**src/rtl/pipe_pkg.sv**
```systemverilog
// Shared pipeline definitions for the ID/EX stage: FSM encoding, bubble
// control word and the ALU "register operand" select value.
package pipe_pkg;

  typedef enum logic [1:0] {
    ST_RUN   = 2'd0,
    ST_STALL = 2'd1,
    ST_FLUSH = 2'd2
  } idex_state_e;

  typedef struct packed {
    logic       regwrite;
    logic       memread;
    logic       memwrite;
    logic [1:0] alusrc0;
    logic [1:0] alusrc1;
    logic [5:0] opcode;
  } idex_ctrl_t;

  localparam idex_ctrl_t BUBBLE_CTRL = '0;

  localparam logic [1:0] ALUSRC_REG = 2'b00;

endpackage

```
**src/rtl/load_use_detect.sv**
```systemverilog
// Combinational load-use hazard detection: a load in EX whose destination
// feeds a register source of the instruction currently in ID.
module load_use_detect
  import pipe_pkg::*;
#(
  parameter int REG_W = 32
) (
  input  logic             idex_memread_i,
  input  logic             idex_regwrite_i,
  input  logic [REG_W-1:0] idex_rd_i,
  input  logic [REG_W-1:0] id_rs_i,
  input  logic [REG_W-1:0] id_rt_i,
  input  logic [1:0]       id_alusrc0_i,
  input  logic [1:0]       id_alusrc1_i,
  output logic             hazard_o
);

  logic rs_dep;
  logic rt_dep;

  // A source only matters when the ALU mux actually selects the register.
  assign rs_dep = (id_alusrc1_i == ALUSRC_REG) && (id_rs_i == idex_rd_i);
  assign rt_dep = (id_alusrc0_i == ALUSRC_REG) && (id_rt_i == idex_rd_i);

  assign hazard_o = idex_memread_i && idex_regwrite_i &&
                    (idex_rd_i != '0) && (rs_dep || rt_dep);

endmodule

```
**src/rtl/hazard_idex_stage.sv**
```systemverilog
// ID/EX pipeline register with load-use stall insertion, branch squash and a
// saturating count of hazard bubbles.
module hazard_idex_stage
  import pipe_pkg::*;
#(
  parameter int REG_W        = 32,
  parameter int DATA_W       = 32,
  parameter int STALL_CYCLES = 1,
  parameter int CNT_W        = 16
) (
  input  logic              Clk,
  input  logic              Reset,
  input  logic [REG_W-1:0]  ID_RegisterRs,
  input  logic [REG_W-1:0]  ID_RegisterRt,
  input  logic [REG_W-1:0]  ID_RegisterRd,
  input  logic              ID_RegWrite,
  input  logic              ID_MemRead,
  input  logic              ID_MemWrite,
  input  logic [1:0]        ID_ALUSrc0,
  input  logic [1:0]        ID_ALUSrc1,
  input  logic [5:0]        ID_OpCode,
  input  logic [DATA_W-1:0] ID_ReadData1,
  input  logic [DATA_W-1:0] ID_ReadData2,
  input  logic [DATA_W-1:0] ID_Imm,
  input  logic              EX_BranchTaken,
  output logic [REG_W-1:0]  IDEX_RegisterRs,
  output logic [REG_W-1:0]  IDEX_RegisterRt,
  output logic [REG_W-1:0]  IDEX_RegisterRd,
  output logic              IDEX_RegWrite,
  output logic              IDEX_MemRead,
  output logic              IDEX_MemWrite,
  output logic [1:0]        IDEX_ALUSrc0,
  output logic [1:0]        IDEX_ALUSrc1,
  output logic [5:0]        IDEX_OpCode,
  output logic [DATA_W-1:0] IDEX_ReadData1,
  output logic [DATA_W-1:0] IDEX_ReadData2,
  output logic [DATA_W-1:0] IDEX_Imm,
  output logic              PC_Write,
  output logic              IFID_Write,
  output logic              IFID_Flush,
  output logic [CNT_W-1:0]  StallCount
);

  idex_state_e       state_q, state_d;
  logic [1:0]        stall_cnt_q, stall_cnt_d;
  logic [CNT_W-1:0]  stat_q, stat_d;

  idex_ctrl_t        ctrl_q, ctrl_d;
  logic [REG_W-1:0]  rs_q, rs_d, rt_q, rt_d, rd_q, rd_d;
  logic [DATA_W-1:0] rd1_q, rd1_d, rd2_q, rd2_d, imm_q, imm_d;

  logic hazard;
  logic load_id;
  logic count_bubble;

  load_use_detect #(
    .REG_W(REG_W)
  ) u_detect (
    .idex_memread_i (ctrl_q.memread),
    .idex_regwrite_i(ctrl_q.regwrite),
    .idex_rd_i      (rd_q),
    .id_rs_i        (ID_RegisterRs),
    .id_rt_i        (ID_RegisterRt),
    .id_alusrc0_i   (ID_ALUSrc0),
    .id_alusrc1_i   (ID_ALUSrc1),
    .hazard_o       (hazard)
  );

  always_comb begin
    state_d      = state_q;
    stall_cnt_d  = stall_cnt_q;
    load_id      = 1'b0;
    count_bubble = 1'b0;
    PC_Write     = 1'b1;
    IFID_Write   = 1'b1;
    IFID_Flush   = 1'b0;

    // A taken branch wins over any hazard or stall in progress.
    if (EX_BranchTaken) begin
      IFID_Flush  = 1'b1;
      state_d     = ST_FLUSH;
      stall_cnt_d = '0;
    end else begin
      case (state_q)
        ST_RUN: begin
          if (hazard) begin
            PC_Write     = 1'b0;
            IFID_Write   = 1'b0;
            count_bubble = 1'b1;
            if (STALL_CYCLES > 1) begin
              stall_cnt_d = 2'(STALL_CYCLES - 1);
              state_d     = ST_STALL;
            end
          end else begin
            load_id = 1'b1;
          end
        end
        ST_STALL: begin
          PC_Write     = 1'b0;
          IFID_Write   = 1'b0;
          count_bubble = 1'b1;
          if (stall_cnt_q <= 2'd1) begin
            stall_cnt_d = '0;
            state_d     = ST_RUN;
          end else begin
            stall_cnt_d = stall_cnt_q - 2'd1;
          end
        end
        ST_FLUSH: state_d = ST_RUN;
        default:  state_d = ST_RUN;
      endcase
    end
  end

  always_comb begin
    ctrl_d = BUBBLE_CTRL;
    rs_d   = '0;
    rt_d   = '0;
    rd_d   = '0;
    rd1_d  = '0;
    rd2_d  = '0;
    imm_d  = '0;
    if (load_id) begin
      ctrl_d = '{regwrite: ID_RegWrite, memread: ID_MemRead, memwrite: ID_MemWrite,
                 alusrc0: ID_ALUSrc0, alusrc1: ID_ALUSrc1, opcode: ID_OpCode};
      rs_d   = ID_RegisterRs;
      rt_d   = ID_RegisterRt;
      rd_d   = ID_RegisterRd;
      rd1_d  = ID_ReadData1;
      rd2_d  = ID_ReadData2;
      imm_d  = ID_Imm;
    end
  end

  assign stat_d = (count_bubble && (stat_q != '1)) ? stat_q + 1'b1 : stat_q;

  always_ff @(posedge Clk) begin
    if (!Reset) begin
      state_q     <= ST_RUN;
      stall_cnt_q <= '0;
      stat_q      <= '0;
      ctrl_q      <= BUBBLE_CTRL;
      rs_q        <= '0;
      rt_q        <= '0;
      rd_q        <= '0;
      rd1_q       <= '0;
      rd2_q       <= '0;
      imm_q       <= '0;
    end else begin
      state_q     <= state_d;
      stall_cnt_q <= stall_cnt_d;
      stat_q      <= stat_d;
      ctrl_q      <= ctrl_d;
      rs_q        <= rs_d;
      rt_q        <= rt_d;
      rd_q        <= rd_d;
      rd1_q       <= rd1_d;
      rd2_q       <= rd2_d;
      imm_q       <= imm_d;
    end
  end

  assign IDEX_RegisterRs = rs_q;
  assign IDEX_RegisterRt = rt_q;
  assign IDEX_RegisterRd = rd_q;
  assign IDEX_RegWrite   = ctrl_q.regwrite;
  assign IDEX_MemRead    = ctrl_q.memread;
  assign IDEX_MemWrite   = ctrl_q.memwrite;
  assign IDEX_ALUSrc0    = ctrl_q.alusrc0;
  assign IDEX_ALUSrc1    = ctrl_q.alusrc1;
  assign IDEX_OpCode     = ctrl_q.opcode;
  assign IDEX_ReadData1  = rd1_q;
  assign IDEX_ReadData2  = rd2_q;
  assign IDEX_Imm        = imm_q;
  assign StallCount      = stat_q;

endmodule

```
**config.mk**
```make
export PLATFORM = sky130hd
export DESIGN_NAME = hazard_idex_stage
export DESIGN_NICKNAME = d
export VERILOG_FILES = /design/src/rtl/pipe_pkg.sv /design/src/rtl/load_use_detect.sv /design/src/rtl/hazard_idex_stage.sv
export SDC_FILE = /design/constraint.sdc
export NUM_CORES = 1
export LEC_CHECK = 0
export BUFFER_PORTS_ARGS = -buffer_cell sky130_fd_sc_hd__buf_2
export CAP_MARGIN = 10
export CORE_AREA = 2 2 169 171
export CTS_CLUSTER_SIZE = 16
export DETAILED_ROUTE_END_ITERATION = 10
export DIE_AREA = 0 0 171 173
export PLACE_DENSITY = 0.64
export SLEW_MARGIN = 10
export SYNTH_ARGS = -nofsm -noshare
export SYNTH_HDL_FRONTEND = slang
export SYNTH_SLANG_ARGS = --single-unit
```
**constraint.sdc**
```tcl
create_clock -name Clk -period 2.8 [get_ports Clk]
set_input_delay 0.56 -clock Clk [delete_from_list [all_inputs] [get_ports Clk]]
set_output_delay 0.56 -clock Clk [all_outputs]
set_load 0.01 [all_outputs]
```
==> results.py <==
metrics = {
    "sta": {
        "report.final.slew_viol_count": 0,
        "rsz0062_at_grt": "true",
        "worst_slack_ps": -147,
        "final_hold_violating_endpoints": 0,
        "finClkSkew_ps": 27.4,
        "worst_hold_slack_ps": 230,
        "max_freq_ghz": 0.339,
        "finalWorstPathRequiredPeriod_ps": 2950,
        "period_utilization_post_route_pct": 105,
        "headroom_to_the_max_slew_limit_pct": 62.4,
        "setup_violations": 2,
        "tightest_slew_ps": 563,
    },
    "die": {
        "die_w_um": 171,
        "initial_core_util_pct": 26.5,
        "core_area_um2": 27600,
        "die_area_um2": 29600,
        "floorplan.die.height_um": 173,
        "num_rows": 61,
        "design.portCount": 432,
    },
    "routing": {
        "remaining_drc_errors": 0,
        "drt_first_pass_iters": 4,
        "avgRoutedWirePerCell_um": 17.1,
        "wl_met1_mm": 10.1,
        "ant_nets": 0,
        "post_drt_via_cell_ratio": 4.18,
        "routed_wirelength_mm": 27.2,
        "routed.top_layer": "met4",
        "drt-initial-drc-count": 258,
        "route.vias.total": 6642,
        "routed-wl-met2_mm": 13.7,
        "wl_met3_mm": 2.53,
    },
    "power_and_ir_drop": {
        "switching_share_pct": 23.3,
        "max_rail_drop_vdd_mv": 0.402,
        "clockPowerShare_pct": 42.7,
        "power.leakage_nw": 5.87,
        "power_per_cell_area_nw_per_um2": 604,
        "p_int_mw": 5.48,
        "combinationalPowerShare_pct": 10.9,
        "netSwitchingPower_mw": 1.67,
        "power.sequential.fraction_pct": 46.4,
    },
    "synthesis": {
        "yosys_register_bits": 222,
        "synth_warnings": 0,
        "ys_seq_area_share_pct": 60.6,
        "synth_enable_flop_cells": 0,
        "synth_top_cell_area_share_pct": 60.6,
        "yosysMostFrequentCell": "sky130_fd_sc_hd__dfxtp_1",
        "synth.lib_cells_used.distinct": 41,
        "synthesis.nets": 879,
        "postSynthAreaPerCell_um2": 10.9,
        "post_synth_inst_count": 670,
        "fraction_of_registers_with_async_set_or_reset_after_synthesis_pct": 0,
        "mappedNetlistArea_um2": 7330,
        "synthTopCellsByArea": "sky130_fd_sc_hd__dfxtp_1 61%, sky130_fd_sc_hd__and2_1 18%, sky130_fd_sc_hd__xor2_1 5.5%, sky130_fd_sc_hd__nor4_1 2.6%, sky130_fd_sc_hd__xnor2_1 1.9%",
        "synth_top_flop_cell": "sky130_fd_sc_hd__dfxtp_1",
        "synth_commonest_cells": "222 x sky130_fd_sc_hd__dfxtp_1, 207 x sky130_fd_sc_hd__and2_1, 46 x sky130_fd_sc_hd__xor2_1",
        "yosysTopAreaCell": "sky130_fd_sc_hd__dfxtp_1",
    },
    "place": {
        "detailedPlacementHpwl_mm": 22.2,
        "io_buffers": 431,
        "dpl_cell_area_um2": 10600,
        "globalplace.congestion": 0.847,
    },
    "cts": {
        "worst_setup_hold_path_clk_slew_ps": 60,
        "cts.htree.levels": 1,
        "tritoncts_clock_tree": "built",
        "cts_bufs_inserted": 24,
        "ctsLongestPathBuffers": 3,
        "cts_sinks": 222,
        "clk-insertion-delay-late_ps": 530,
        "hold_buffers": 0,
        "root_buffer": "sky130_fd_sc_hd__clkbuf_16",
    },
    "layout": {
        "area_growth_pct": 61.6,
        "fillCellCount": 2751,
        "multi_input_comb_area_um2": 3090,
        "layout.nets": 1405,
        "layout-drive-gt1-share_pct": 52.1,
        "postLayoutCellArea_um2": 11800,
        "layout.area.seq_um2": 4490,
    },
    "flow_run": {
        "cap_violations": 0,
    },
    "grt": {
        "track_usage_pct": 17.4,
        "number_of_antenna_violations_at_the_first_check_in_global_routing": 0,
        "grt_remaining_overflow": 0,
        "grt_start_max_net_pins": 37,
        "vias_in_the_first_global_route": 6714,
        "grt_first_pass_wirelength_mm": 38.8,
    },
    "critical_path": {
        "critical_path.startpoint_type": "register",
        "critPathLaunch": "IDEX_RegisterRd[3]",
        "crit_path_max_incr_delay_ps": 420,
        "cp_max_fo": 3,
        "critPathCaptureType": "output pin",
        "crit_path_top_delay_cell": "sky130_fd_sc_hd__nor4_4",
        "worstReg2RegStart": "IDEX_RegisterRd[3]",
        "crit_arrival_ps": 2390,
        "worstPathCellList": "buf_6 > xor2_2 > nor4_2 > nand4_1 > nor4_4 > o21ai_2 > buf_2",
        "criticalPathCategory": "reg -> out",
        "worst-endpoint-required_ps": 2240,
    },
    "worst_hold_path": {
        "hold_path_startpoint": "ID_ReadData1[26]",
        "worstHoldPathType": "in -> reg",
    },
    "run_status": {
        "outcome": "complete, but fails checks",
        "failed_checks": "setup timing",
    },
}
[stage by stage]
stage / util [%] / worst slack [ps] / setup TNS, ps / total power, mW / instances
2_1_floorplan: - / 206 / 0 / 3.63 / 670
3_3_place_gp: 38.5 / -299 / -26570 / 4.12 / 1544
3_5_place_dp: 38.5 / -299 / -25250 / 4.13 / 1544
4_1_cts: 42.0 / -241 / -779 / 7.23 / 1586
5_1_grt: 42.9 / -269 / -649 / 7.43 / 1588
6_report: 42.9 / -147 / -293 / 7.15 / 1589
[critical path: cells and delay by family (launching register included)]
| kind | cells | cell delay [ps] |
|---|---|---|
| AO/OA/AOI/OAI | 1 | 140 |
| AND/OR/NAND/NOR | 3 | 890 |
| XOR/XNOR | 1 | 190 |
| flip-flops | 1 | 330 |
| buffers and inverters | 2 | 310 |
[cell usage in the layout, fill, tap and decap left out, types with 2 or more instances in the layout]
cell type                   instances
sky130_fd_sc_hd__buf_2            432
sky130_fd_sc_hd__and2_1           207
sky130_fd_sc_hd__dfxtp_1          200
sky130_fd_sc_hd__buf_4             79
sky130_fd_sc_hd__xor2_1            41
sky130_fd_sc_hd__clkbuf_16         24
sky130_fd_sc_hd__nor4_1            20
sky130_fd_sc_hd__dfxtp_2           15
sky130_fd_sc_hd__nand4_1           13
sky130_fd_sc_hd__nand3_1           12
sky130_fd_sc_hd__a21oi_1           11
sky130_fd_sc_hd__buf_6             11
sky130_fd_sc_hd__nor4_2            10
sky130_fd_sc_hd__nor2_1            10
sky130_fd_sc_hd__xnor2_2           10
sky130_fd_sc_hd__nand2_1            9
sky130_fd_sc_hd__or3_1              8
sky130_fd_sc_hd__dfxtp_4            7
sky130_fd_sc_hd__or4_1              7
sky130_fd_sc_hd__buf_12             7
sky130_fd_sc_hd__o31ai_1            6
sky130_fd_sc_hd__o21ai_1            6
sky130_fd_sc_hd__clkbuf_8           6
sky130_fd_sc_hd__nand2b_1           5
sky130_fd_sc_hd__xnor2_4            5
sky130_fd_sc_hd__clkbuf_1           5
sky130_fd_sc_hd__xor2_2             3
sky130_fd_sc_hd__or4_4              3
sky130_fd_sc_hd__inv_1              3
sky130_fd_sc_hd__clkinv_2           3
sky130_fd_sc_hd__xor2_4             2
sky130_fd_sc_hd__xnor2_1            2
sky130_fd_sc_hd__nor4_4             2
sky130_fd_sc_hd__nand3b_1           2
sky130_fd_sc_hd__a21oi_2            2
[logic make-up after synthesis]
family | count (synthesis) | synth area share [%]
and+or+nand+nor | 319 | 26.8
DFF | 222 | 60.6
adders and majority gates | 1 | 0.171
muxes | 1 | 0.137
buffers and inverters | 32 | 1.96
xor gates and xnor gates | 63 | 7.63
AOI/OAI and AO/OA | 32 | 2.63
[state kept, by name (all words and copies together), names as in the netlist]
signal / cells
IDEX_ReadData1: 32
StallCount: 16
IDEX_RegWrite: 1
IDEX_RegisterRd: 32
IDEX_MemRead: 1
IDEX_OpCode: 6
IDEX_MemWrite: 1
IDEX_RegisterRs: 32
state_q: 1
IDEX_RegisterRt: 32
IDEX_ReadData2: 32
IDEX_ALUSrc0: 2
IDEX_Imm: 32
IDEX_ALUSrc1: 2
[worst paths after layout]
path,to,slack [ps],cells past startpoint
setup / recovery,IFID_Write,-150,7
hold reg to reg,StallCount[12],510,2
setup reg to reg,StallCount[6],40,11
hold / removal,IDEX_ReadData1[26],230,2
[power groups by stage]
stage	clock network (mW)	logic (mW)	registers, mW
after global placement	0	0.738	3.38
final	3.05	0.781	3.32
after CTS	3.15	0.766	3.32
after detailed placement	0	0.741	3.38
after global routing	3.26	0.844	3.33
after floorplan	0	0.194	3.44
[final cells by class]
class | count | share of cell area [%]
repair buffers | 529 | 25.5
well taps | 378 | 3.99
flip-flops and latches | 222 | 37.9
clock inverters | 5 | 0.518
diodes | 1 | 0.0211
multi-input cells | 416 | 26.1
clock buffers | 35 | 5.93
inverters | 3 | 0.0951
[per-layer routing]
| layer | track usage, % | up-vias |
|---|---|---|
| met4 | 5.12 | 0 |
| met2 | 31.8 | 329 |
| met5 | 0 | - |
| li1 | - | 3248 |
| met3 | 5.15 | 36 |
| met1 | 19.1 | 3029 |
[repair_timing]
action	in CTS	in global routing
pin swaps	21	20
gates cloned	1	0
setup buffers	4	6
setup endpoints to repair	61	44
gates resized for setup	42	46
Power figures use the tool's default switching activity.
